## config.mk

```make
export PLATFORM = sky130hd
export DESIGN_NAME = mul_appr_ctrl
export DESIGN_NICKNAME = d
export VERILOG_FILES = /design/src/rtl/mul_appr_ctrl.sv
export SDC_FILE = /design/constraint.sdc
export NUM_CORES = 1
export LEC_CHECK = 0
export CORE_UTILIZATION = 50
export CTS_CLUSTER_SIZE = 8
export DETAILED_ROUTE_END_ITERATION = 16
export PLACE_DENSITY = 0.89
export SETUP_SLACK_MARGIN = 0.1
export SYNTH_ARGS = -nofsm -noshare
export SYNTH_HDL_FRONTEND = slang
export SYNTH_SLANG_ARGS = --single-unit
```

## constraint.sdc

```tcl
create_clock -name clk_i -period 4.1 [get_ports clk_i]
set_input_delay 1.025 -clock clk_i [delete_from_list [all_inputs] [get_ports clk_i]]
set_output_delay 1.025 -clock clk_i [all_outputs]
set_load 0.01 [all_outputs]
```

## src/rtl/mul_appr_ctrl.sv

```systemverilog
// Control front-end for an approximate multiplier: latches width/approximation
// configuration, sign-extends operands and registers the product in a 2-stage pipeline.
module mul_appr_ctrl #(
    parameter int DATA_W = 9
) (
    input  logic                  clk_i,
    input  logic                  rst_i,
    input  logic                  cfg_valid_i,
    output logic                  cfg_ready_o,
    input  logic [3:0]            cfg_wa_i,
    input  logic [3:0]            cfg_wb_i,
    input  logic [7:0]            cfg_appr_i,
    input  logic                  in_valid_i,
    output logic                  in_ready_o,
    input  logic [DATA_W-1:0]     in_a_i,
    input  logic [DATA_W-1:0]     in_b_i,
    output logic [DATA_W-1:0]     mul_a_o,
    output logic [DATA_W-1:0]     mul_b_o,
    output logic [2*DATA_W-5:0]   mul_res_mask_o,
    output logic [7:0]            mul_appr_mask_o,
    input  logic [2*DATA_W-1:0]   mul_res_i,
    output logic                  out_valid_o,
    input  logic                  out_ready_i,
    output logic [2*DATA_W-1:0]   out_res_o,
    output logic [15:0]           out_cnt_o
);

    localparam int RES_W  = 2 * DATA_W;
    localparam int MASK_W = RES_W - 4;

    localparam logic [1:0] IDLE  = 2'd0;
    localparam logic [1:0] RUN   = 2'd1;
    localparam logic [1:0] DRAIN = 2'd2;

    function automatic logic [3:0] clamp_w(input logic [3:0] w);
        if (w < 4'd2)
            return 4'd2;
        else if (w > 4'(DATA_W))
            return 4'(DATA_W);
        else
            return w;
    endfunction

    // Replicate bit w-1 above the effective width; w is always clamped to 2..DATA_W.
    function automatic logic signed [DATA_W-1:0] sext(input logic [DATA_W-1:0] v,
                                                      input logic [3:0] w);
        logic signed [DATA_W-1:0] r;
        logic                     s;
        s = v[w - 4'd1];
        for (int i = 0; i < DATA_W; i++)
            r[i] = (i < int'(w)) ? v[i] : s;
        return r;
    endfunction

    function automatic logic [MASK_W-1:0] res_mask(input logic [3:0] wa, input logic [3:0] wb);
        logic [MASK_W-1:0] m;
        logic [4:0]        ew;
        ew = {1'b0, wa} + {1'b0, wb};
        for (int i = 0; i < MASK_W; i++)
            m[i] = (5'(i) + 5'd5) <= ew;
        return m;
    endfunction

    logic [1:0]               state;
    logic [3:0]               wa_q;
    logic [3:0]               wb_q;
    logic [MASK_W-1:0]        res_mask_q;
    logic [7:0]               appr_q;
    logic [15:0]              cnt_q;
    logic                     vld_p1;
    logic                     vld_p2;
    logic signed [DATA_W-1:0] a_p1;
    logic signed [DATA_W-1:0] b_p1;
    logic signed [RES_W-1:0]  res_p2;

    logic adv_p1, adv_p2;
    logic cfg_hs, in_hs, out_hs;
    logic [3:0] wa_new, wb_new;

    always_comb begin
        adv_p2      = !vld_p2 || out_ready_i;
        adv_p1      = !vld_p1 || adv_p2;
        cfg_ready_o = (state == IDLE) || ((state == DRAIN) && !vld_p1 && !vld_p2);
        in_ready_o  = (state == RUN) && adv_p1;
        cfg_hs      = cfg_valid_i && cfg_ready_o;
        in_hs       = in_valid_i && in_ready_o;
        out_hs      = vld_p2 && out_ready_i;
        wa_new      = clamp_w(cfg_wa_i);
        wb_new      = clamp_w(cfg_wb_i);
    end

    always_ff @(posedge clk_i) begin
        if (rst_i) begin
            state      <= IDLE;
            wa_q       <= 4'(DATA_W);
            wb_q       <= 4'(DATA_W);
            res_mask_q <= '1;
            appr_q     <= '1;
            cnt_q      <= '0;
            vld_p1     <= 1'b0;
            vld_p2     <= 1'b0;
            a_p1       <= '0;
            b_p1       <= '0;
            res_p2     <= '0;
        end else begin
            case (state)
                IDLE:    if (cfg_hs) state <= RUN;
                RUN:     if (cfg_valid_i) state <= DRAIN;
                DRAIN:   if (cfg_hs) state <= RUN;
                default: state <= IDLE;
            endcase

            if (cfg_hs) begin
                wa_q       <= wa_new;
                wb_q       <= wb_new;
                res_mask_q <= res_mask(wa_new, wb_new);
                appr_q     <= cfg_appr_i;
            end

            if (cfg_hs)
                cnt_q <= '0;
            else if (out_hs)
                cnt_q <= cnt_q + 16'd1;

            // Stage p1: sign-extended operands presented to the multiplier
            if (adv_p1) begin
                vld_p1 <= in_hs;
                if (in_hs) begin
                    a_p1 <= sext(in_a_i, wa_q);
                    b_p1 <= sext(in_b_i, wb_q);
                end
            end

            // Stage p2: registered product
            if (adv_p2) begin
                vld_p2 <= vld_p1;
                if (vld_p1)
                    res_p2 <= mul_res_i;
            end
        end
    end

    assign mul_a_o         = a_p1;
    assign mul_b_o         = b_p1;
    assign mul_res_mask_o  = res_mask_q;
    assign mul_appr_mask_o = appr_q;
    assign out_valid_o     = vld_p2;
    assign out_res_o       = res_p2;
    assign out_cnt_o       = cnt_q;

endmodule

```

==> impl_metrics.py, run 1 <==
metrics = {
    "global_routing": {
        "grt_pass1_wl_mm": 17.7,
        "grt_usage_pct": 26.1,
        "antenna_found_initial": 0,
        "grt_pass1_vias": 3796,
        "grt_max_degree": 49,
        "grt_overflow_total": 0,
    },
    "floorplan": {
        "core_area_mm2": 0.00777,
        "row_count": 32,
        "start_util_pct": 51.9,
        "dieArea_mm2": 0.00842,
        "die_y_um": 91.8,
        "io_pins": 134,
        "fp.dieW_um": 91.8,
    },
    "synth": {
        "synth_cell_types": 41,
        "synth.avg_cell_area_um2": 8.27,
        "synthTopCellsByArea": "dfxtp_1, nand2_1, a21oi_1, nor2_1, ha_1",
        "ys_seq_elements": 86,
        "yosysTopAreaCellShare_pct": 42.7,
        "async_reset_ff_share_pct": 0,
        "yosys.area.top_type": "dfxtp_1",
        "syn_area_mm2": 0.00403,
        "synthesis.nets": 556,
        "synth_edf_count": 0,
        "netlist_instances": 487,
        "yosysWarnings": 0,
        "synthFlopType": "dfxtp_1",
        "ys_seq_area_share_pct": 42.7,
    },
    "final_layout": {
        "utilization_pct": 72.4,
        "drive_gt1_share_pct": 5.37,
        "syn2layout_area_growth_pct": 39.5,
        "final_common_cell": "clkdlybuf4s50_1",
        "layout.nets": 678,
        "n_antenna_cell": 0,
        "fin_cells": 716,
        "layout_common_cells": "clkdlybuf4s50_1, nand2_1, dfxtp_1",
    },
    "timing": {
        "post-route-min-period_ns": 3.43,
        "setup_violations": 0,
        "relSlewSlack_pct": 20.4,
        "hold_viol": 0,
        "fin_hold_ws_ns": 0.457,
        "skew_ns": 0.0147,
        "setup_tns_ns": 0,
        "max_freq_mhz": 291,
        "finalMaxSlewViolations": 0,
        "finalCritPeriodShare_pct": 83.7,
        "fin_ws_ns": 0.667,
        "tightest_slew_ns": 1.19,
        "rsz0062_at_grt": "false",
    },
    "setup_path": {
        "start_kind": "input port",
        "crit_arrival_ns": 2.41,
        "crit_path_end": "in_ready_o",
        "worstSetupPathType": "input port to output pin",
        "r2r-start": "wa_q[0]",
        "worstPathRequired_ns": 3.07,
        "reg2reg_setup_slack_ns": 1.62,
        "end_kind": "output pin",
        "ff2ff_path_depth": 7,
        "cp_max_fo": 4,
        "regToRegEndpoint": "mul_a_o[4]",
        "critPathLaunch": "out_ready_i",
    },
    "placed_design": {
        "dp.cells": 700,
        "gp_congestion": 0.884,
        "dp_hpwl_mm": 7.81,
        "post-place-ws_ns": 0.477,
        "io_buffers": 133,
    },
    "run": {
        "maxCapViolCount": 0,
    },
    "clocking": {
        "h-tree-depth": 3,
        "clk_pin_slew_ns": 0.09,
        "numCtsBuffers": 9,
        "cts_num_sinks": 86,
        "ctsLongestPathBuffers": 2,
        "clk-insertion-delay-late_ns": 0.36,
        "post_cts_resize_count": 0,
        "root_buffer": "clkbuf_8",
        "postCtsSetupBuffers": 0,
        "cts_tree": "yes",
        "cts.hold.buffers_added": 0,
    },
    "routing": {
        "drtAntennaViolNets": 0,
        "wire_per_inst_um": 15.1,
        "via_per_inst": 5.54,
        "post-route-drc-count": 0,
        "wirelength_mm": 10.8,
        "dr.pass1.iters": 5,
        "dr.first_iter.drc_count": 157,
        "vias": 3964,
    },
    "pwr": {
        "leakage_nw": 2.08,
        "ir_drop_mv": 0.205,
        "powerDensity_mw_per_mm2": 335,
    },
    "min_path": {
        "whs_path_depth": 2,
        "hp-class": "flip-flop to flip-flop",
    },
    "run_status": {
        "status": "finished, final reports clean",
    },
}
[report_power, final]
part	leakage [nW]	switching (W)	internal (W)
registers	0.701	0.0000353	0.000875
clock network	0.0931	0.000311	0.000286
logic	1.29	0.000184	0.000193
total	2.08	0.000530	0.00135
[stage by stage]
step                      total power, W  area [µm²]
after floorplan                  0.00112        4030
after global placement           0.00129        5420
after detailed placement         0.00130        5420
after CTS                        0.00189        5620
after global routing             0.00198        5620
final                            0.00188        5620
[flip-flops by register name, indices dropped and copies added, names as in the netlist]
signal and count:
state 2, out_res_o 18, vld_p1 1, wb_q 4, wa_q 4, mul_appr_mask_o 8, mul_a_o 9, out_valid_o 1
out_cnt_o 16, mul_res_mask_o 14, mul_b_o 9
[Yosys cell counts (3+ instances only)]
| master | number |
|---|---|
| nand2_1 | 94 |
| dfxtp_1 | 86 |
| a21oi_1 | 55 |
| nor2_1 | 37 |
| clkbuf_1 | 23 |
| nand3_1 | 21 |
| inv_1 | 15 |
| o21ai_0 | 15 |
| ha_1 | 11 |
| o22ai_1 | 11 |
| and3_1 | 10 |
| nor2b_1 | 10 |
| a21o_1 | 9 |
| nor3_1 | 8 |
| xnor2_1 | 8 |
| xor2_1 | 8 |
| and2_1 | 6 |
| or3_1 | 6 |
| nand4_1 | 5 |
| nor3b_1 | 5 |
| o211ai_1 | 5 |
| and4_1 | 4 |
| buf_1 | 3 |
| nand2b_1 | 3 |
| o2bb2ai_1 | 3 |
[critical path: stages]
cell and delay, ns:
clkdlybuf4s50_1 0.52, nand3b_1 0.17, and2_1 0.14, clkdlybuf4s50_1 0.55
[worst min-delay path by stage]
stage / from / endpoint / slack [ns]
after floorplan: state[1] / state[1] / 0.45
after global placement: out_res_o[17] / out_res_o[17] / 0.44
after detailed placement: out_res_o[4] / out_res_o[4] / 0.45
after CTS: out_res_o[14] / out_res_o[14] / 0.46
after global routing: out_res_o[0] / out_res_o[0] / 0.49
final: out_res_o[14] / out_res_o[14] / 0.46
[metal layers]
| layer | wire length [µm] | global-route usage [%] | vias to the layer above | share of wire [%] |
|---|---|---|---|---|
| met5 | 0 | 0 | - | 0 |
| met4 | 293 | 11.5 | 0 | 2.7 |
| li1 | - | - | 1927 | - |
| met1 | 4430 | 31.7 | 1850 | 41 |
| met2 | 5420 | 45.7 | 158 | 50 |
| met3 | 681 | 3.73 | 29 | 6.3 |
[cell families after synthesis]
| group | synth area share, % |
|---|---|
| DFF | 42.7 |
| and+or+nand+nor | 24.9 |
| adders and majority gates | 3.91 |
| muxes | 2.92 |
| buffers and inverters | 3.94 |
| AOI/OAI and AO/OA | 18.1 |
| xor gates and xnor gates | 3.48 |
[final cells by class]
| type | count | area (µm²) |
|---|---|---|
| inverter | 15 | 56.3 |
| sequential | 86 | 1720 |
| multi-input combinational | 359 | 2150 |
| fill | 605 | 2150 |
| tap | 102 | 128 |
| clock inverter | 6 | 71.3 |
| timing repair buffer | 138 | 1360 |
| clock buffer | 10 | 128 |
Note: power is estimated with default switching activity, not from simulation.
==> run 2, diff against run 1 <==
--- a/config.mk
+++ b/config.mk
@@ -5,10 +5,10 @@
 export SDC_FILE = /design/constraint.sdc
 export NUM_CORES = 1
 export LEC_CHECK = 0
-export CORE_UTILIZATION = 50
+export CORE_UTILIZATION = 46
 export CTS_CLUSTER_SIZE = 8
 export DETAILED_ROUTE_END_ITERATION = 16
-export PLACE_DENSITY = 0.89
+export PLACE_DENSITY = 0.83
 export SETUP_SLACK_MARGIN = 0.1
 export SYNTH_ARGS = -nofsm -noshare
 export SYNTH_HDL_FRONTEND = slang
==> constraint.sdc (replaced) <==
create_clock -name clk_i -period 3.2 [get_ports clk_i]
set_input_delay 0.8 -clock clk_i [delete_from_list [all_inputs] [get_ports clk_i]]
set_output_delay 0.8 -clock clk_i [all_outputs]
set_load 0.01 [all_outputs]
==> impl_metrics.py, run 2 (same netlist as run 1, synthesis figures left out) <==
metrics = {
    "floorplan": {
        "dieArea_mm2": 0.00914,
        "fp.dieW_um": 95.6,
        "io_pins": 134,
        "row_count": 33,
        "die_y_um": 95.6,
        "start_util_pct": 48.3,
        "core_area_mm2": 0.00834,
    },
    "clocking": {
        "postCtsSetupBuffers": 0,
        "root_buffer": "clkbuf_8",
        "h-tree-depth": 3,
        "clk_pin_slew_ns": 0.08,
        "numCtsBuffers": 9,
        "cts.hold.buffers_added": 0,
        "cts_num_sinks": 86,
        "clk-insertion-delay-late_ns": 0.34,
        "post_cts_resize_count": 0,
        "ctsLongestPathBuffers": 2,
        "cts_tree": "yes",
    },
    "setup_path": {
        "cp_max_fo": 4,
        "worstSetupPathType": "input port to output pin",
        "start_kind": "input port",
        "end_kind": "output pin",
        "crit_arrival_ns": 2.17,
        "crit_path_max_incr_delay_ns": 0.55,
        "crit_path_top_delay_cell": "clkdlybuf4s50_1",
        "crit_chain": "clkdlybuf4s50_1 > nand3b_1 > and2_1 > clkdlybuf4s50_1",
        "worstPathRequired_ns": 2.40,
        "crit_top_cell": "clkdlybuf4s50_1",
    },
    "timing": {
        "tightest_slew_ns": 0.692,
        "post-route-min-period_ns": 2.97,
        "relSlewSlack_pct": 53.9,
        "fin_hold_ws_ns": 0.465,
        "finalCritPeriodShare_pct": 92.9,
        "hold_viol": 0,
        "setup_tns_ns": 0,
        "setup_violations": 0,
        "max_freq_mhz": 337,
        "rsz0062_at_grt": "false",
        "finalMaxSlewViolations": 0,
        "skew_ns": 0.00743,
    },
    "pwr": {
        "leakage_nw": 2.15,
        "powerDensity_mw_per_mm2": 452,
        "ir_drop_mv": 0.330,
    },
    "final_layout": {
        "layout_common_cells": "clkdlybuf4s50_1, nand2_1, dfxtp_1",
        "layout.nets": 685,
        "largest_reg_flops": 18,
        "fillers": 673,
        "drive_gt1_share_pct": 6.28,
        "fin_cells": 726,
        "final_common_cell": "clkdlybuf4s50_1",
        "n_antenna_cell": 0,
        "syn2layout_area_growth_pct": 42.2,
    },
    "routing": {
        "wl_met2_mm": 5.54,
        "drtAntennaViolNets": 0,
        "wl_met1_mm": 4.60,
        "wire_per_inst_um": 15.0,
        "wl_met3_um": 590,
        "via_per_inst": 5.42,
        "highest_layer": "met4",
        "wirelength_mm": 10.9,
        "dr.pass1.iters": 5,
        "dr.first_iter.drc_count": 135,
        "post-route-drc-count": 0,
        "vias": 3938,
    },
    "global_routing": {
        "grt_pass1_wl_mm": 17.5,
        "grt_pass1_vias": 3868,
        "antenna_found_initial": 0,
        "grt_max_degree": 28,
        "grt_overflow_total": 0,
        "grt_usage_pct": 24.4,
    },
    "run_status": {
        "status": "finished, final reports clean",
    },
    "placed_design": {
        "io_buffers": 133,
        "dp.cells": 710,
        "gp_congestion": 0.826,
        "dp_hpwl_mm": 8.08,
    },
    "run": {
        "maxCapViolCount": 0,
    },
    "min_path": {
        "hp-class": "flip-flop to flip-flop",
    },
}
[run 2: cell types whose count changed in the layout (fill, tap and decap cells not counted)]
cell / change
clkbuf_1: +1
buf_4: +7
inv_6: -1
clkinvlp_4: -2
clkinv_4: -2
bufinv_16: +2
clkbuf_8: +2
[run 2: critical path, delay by kind of cell]
kind / cells / cell delay, ns
buf+inv: 2 / 1.06
simple gates: 2 / 0.31
[run 2: per-layer routing]
layer,vias to the layer above,GRT usage (%)
met5,-,0
met4,0,9.08
met3,16,3.35
met2,149,44.5
met1,1831,28.9
li1,1942,-
[run 2: power by group]
group	switching (W)	total [W]	internal, W	leakage (nW)
registers	0.0000446	0.00117	0.00112	0.701
clock network	0.000370	0.000933	0.000563	0.124
logic	0.000236	0.000492	0.000255	1.32
[run 2: cell type report]
class | count | area (µm²) | area share (%)
clock buffer | 13 | 159 | 2.77
clock inverter | 3 | 90.1 | 1.57
inverter | 15 | 56.3 | 0.983
multi-input combinational | 359 | 2150 | 37.6
sequential | 86 | 1720 | 30.1
tap | 105 | 131 | 2.29
timing repair buffer | 145 | 1420 | 24.7
[run 2: per-stage QoR]
| step | util [%] | power [W] | area, µm² | worst slack, ns |
|---|---|---|---|---|
| floorplan | - | 0.00144 | 4030 | 0.422 |
| global placement | 65.7 | 0.00166 | 5480 | 0.150 |
| detailed placement | 65.7 | 0.00167 | 5480 | 0.0524 |
| CTS | 68.7 | 0.00261 | 5730 | 0.219 |
| global route | 68.7 | 0.00270 | 5730 | 0.135 |
| finish | 68.7 | 0.00259 | 5730 | 0.229 |
[run 2: path summary, 6_finish.rpt]
| path | end | depth (start not counted) | from | slack, ns |
|---|---|---|---|---|
| max reg2reg | mul_a_o[4] | 7 | wa_q[0] | 0.70 |
| max | in_ready_o | 4 | out_ready_i | 0.23 |
| min reg2reg | out_res_o[13] | 2 | out_res_o[13] | 0.46 |
| min | out_res_o[13] | 2 | out_res_o[13] | 0.46 |
==> run 3, diff against run 2 <==
--- a/config.mk
+++ b/config.mk
@@ -5,11 +5,13 @@
 export SDC_FILE = /design/constraint.sdc
 export NUM_CORES = 1
 export LEC_CHECK = 0
+export ABC_AREA = 1
 export CORE_UTILIZATION = 46
 export CTS_CLUSTER_SIZE = 8
 export DETAILED_ROUTE_END_ITERATION = 16
 export PLACE_DENSITY = 0.83
 export SETUP_SLACK_MARGIN = 0.1
+export SLEW_MARGIN = 20
 export SYNTH_ARGS = -nofsm -noshare
 export SYNTH_HDL_FRONTEND = slang
 export SYNTH_SLANG_ARGS = --single-unit
==> impl_metrics.py, run 3 <==
metrics = {
    "run_status": {
        "status": "finished, final reports clean",
    },
    "timing": {
        "finalCritPeriodShare_pct": 90.1,
        "setup_tns_ns": 0,
        "hold_viol": 0,
        "tightest_slew_ns": 0.592,
        "finalMaxSlewViolations": 0,
        "fin_ws_ns": 0.318,
        "skew_ns": 0.0130,
        "setup_violations": 0,
        "max_freq_mhz": 347,
        "post-route-min-period_ns": 2.88,
        "rsz0062_at_grt": "false",
        "relSlewSlack_pct": 60.5,
    },
    "floorplan": {
        "die_y_um": 96.5,
        "row_count": 34,
        "fp.dieW_um": 96.5,
        "io_pins": 134,
        "dieArea_mm2": 0.00931,
        "start_util_pct": 47.3,
        "core_area_mm2": 0.00868,
    },
    "clocking": {
        "postCtsSetupBuffers": 0,
        "ctsLongestPathBuffers": 2,
        "clk-insertion-delay-late_ns": 0.35,
        "clk_pin_slew_ns": 0.08,
        "numCtsBuffers": 9,
        "cts_num_sinks": 86,
        "root_buffer": "clkbuf_8",
        "h-tree-depth": 3,
        "cts.hold.buffers_added": 0,
        "cts_tree": "yes",
        "post_cts_resize_count": 0,
    },
    "routing": {
        "dr.first_iter.drc_count": 180,
        "dr.pass1.iters": 5,
        "post-route-drc-count": 0,
        "wire_per_inst_um": 13.1,
        "via_per_inst": 5.12,
        "drtAntennaViolNets": 0,
        "vias": 4310,
        "wirelength_mm": 11.1,
    },
    "global_routing": {
        "grt_max_degree": 40,
        "antenna_found_initial": 0,
        "grt_overflow_total": 0,
        "grt_pass1_wl_mm": 17.9,
        "grt_usage_pct": 24.5,
        "grt_pass1_vias": 4003,
    },
    "pwr": {
        "powerDensity_mw_per_mm2": 421,
        "ir_drop_mv": 0.328,
        "leakage_nw": 2.42,
    },
    "setup_path": {
        "crit_path_max_incr_delay_ns": 0.53,
        "crit_chain": "clkdlybuf4s50_1 > nor2_1 > a31oi_1 > ha_1 > inv_1 > fa_1 > xnor2_1 > inv_1 > nand2_1 > nor3_1 > a21oi_1 > nor2_1",
        "end_kind": "flip-flop",
        "crit_arrival_ns": 3.17,
        "cp_max_fo": 4,
        "worstPathRequired_ns": 3.49,
        "start_kind": "input port",
        "worstSetupPathType": "input port to flip-flop",
        "crit_path_top_delay_cell": "clkdlybuf4s50_1",
    },
    "final_layout": {
        "n_antenna_cell": 0,
        "fillers": 801,
        "final_common_cell": "clkdlybuf4s50_1",
        "largest_reg_flops": 18,
        "final_area_mm2": 0.00573,
        "syn2layout_area_growth_pct": 39.5,
        "utilization_pct": 66.0,
        "layout.nets": 797,
        "layout_common_cells": "clkdlybuf4s50_1, nand2_1, nor2_1",
        "drive_gt1_share_pct": 5.32,
    },
    "placed_design": {
        "io_buffers": 133,
        "place_area_mm2": 0.00555,
        "dp_hpwl_mm": 8.27,
        "gp_congestion": 0.922,
        "post-place-ws_ns": 0.00820,
    },
    "synth": {
        "synth_cell_types": 34,
        "async_reset_ff_share_pct": 0,
        "yosysWarnings": 0,
        "synthTopCellsByArea": "dfxtp_1, nand2_1, nor2_1, inv_1, a21oi_1",
        "synth_edf_count": 0,
        "netlist_instances": 594,
        "synth.avg_cell_area_um2": 6.92,
        "synthesis.nets": 663,
        "yosys.area.top_type": "dfxtp_1",
        "synth_commonest_cells": "nand2_1, nor2_1, dfxtp_1",
        "syn_area_mm2": 0.00411,
        "ys_seq_elements": 86,
        "yosysTopAreaCellShare_pct": 41.9,
        "synthFlopType": "dfxtp_1",
        "ys_seq_area_share_pct": 41.9,
        "synth.most_common_cell": "nand2_1",
    },
    "min_path": {
        "hp-class": "flip-flop to flip-flop",
    },
    "run": {
        "maxCapViolCount": 0,
    },
}
run 3: worst max-delay path: cells and delay by family:
kind / cells / cell delay [ns]
AO/OA/AOI/OAI: 2 / 0.37
XOR/XNOR: 1 / 0.16
adder cells (fa/ha/maj): 2 / 0.65
buffers and inverters: 3 / 0.71
AND/OR/NAND/NOR: 4 / 0.47
run 3: final timing paths:
kind	start	depth (start not counted)	slack, ns	end
min	mul_appr_mask_o[2]	1	0.48	mul_appr_mask_o[2]
max reg2reg	wa_q[0]	8	1.24	mul_a_o[4]
max	cfg_wa_i[3]	12	0.32	mul_res_mask_o[4]
min reg2reg	mul_appr_mask_o[2]	1	0.48	mul_appr_mask_o[2]
run 3: power breakdown:
| part | internal [W] | switching (W) |
|---|---|---|
| registers | 0.00113 | 0.0000384 |
| clock network | 0.000365 | 0.000370 |
| logic | 0.000247 | 0.000266 |
| total | 0.00174 | 0.000674 |
run 3: logic make-up (layout without fill, tap and decap cells):
logic type	count (synthesis)	count (layout)	share of synthesized area (%)
simple gates	278	278	28.4
compound gates	121	121	16.0
buf+inv	93	232	9.04
flops	86	86	41.9
fa+ha+maj	12	12	3.84
xor+xnor	4	4	0.853
run 3: stage by stage:
step | total power, W | instances | hold WS (ns)
after detailed placement | 0.00170 | 825 | 0.464
after floorplan | 0.00145 | 594 | 0.454
final | 0.00241 | 841 | 0.484
after global routing | 0.00255 | 841 | 0.501
after global placement | 0.00168 | 825 | 0.457
after CTS | 0.00243 | 841 | 0.490
run 3: final cells by class:
type	count	area, µm²	share of cell area, %
sequential	86	1720	30.0
clock inverter	3	43.8	0.764
timing repair buffer	141	1390	24.3
inverter	75	282	4.91
clock buffer	13	139	2.42
tap	108	135	2.36
multi-input combinational	415	2020	35.2
run 3: layer usage:
| metal | up-vias | track usage, % | wire length, µm |
|---|---|---|---|
| li1 | 2168 | - | - |
| met1 | 1968 | 30.9 | 4850 |
| met2 | 156 | 40.4 | 5230 |
| met3 | 18 | 5.32 | 739 |
| met4 | 0 | 9.68 | 233 |
| met5 | - | 0 | 0 |
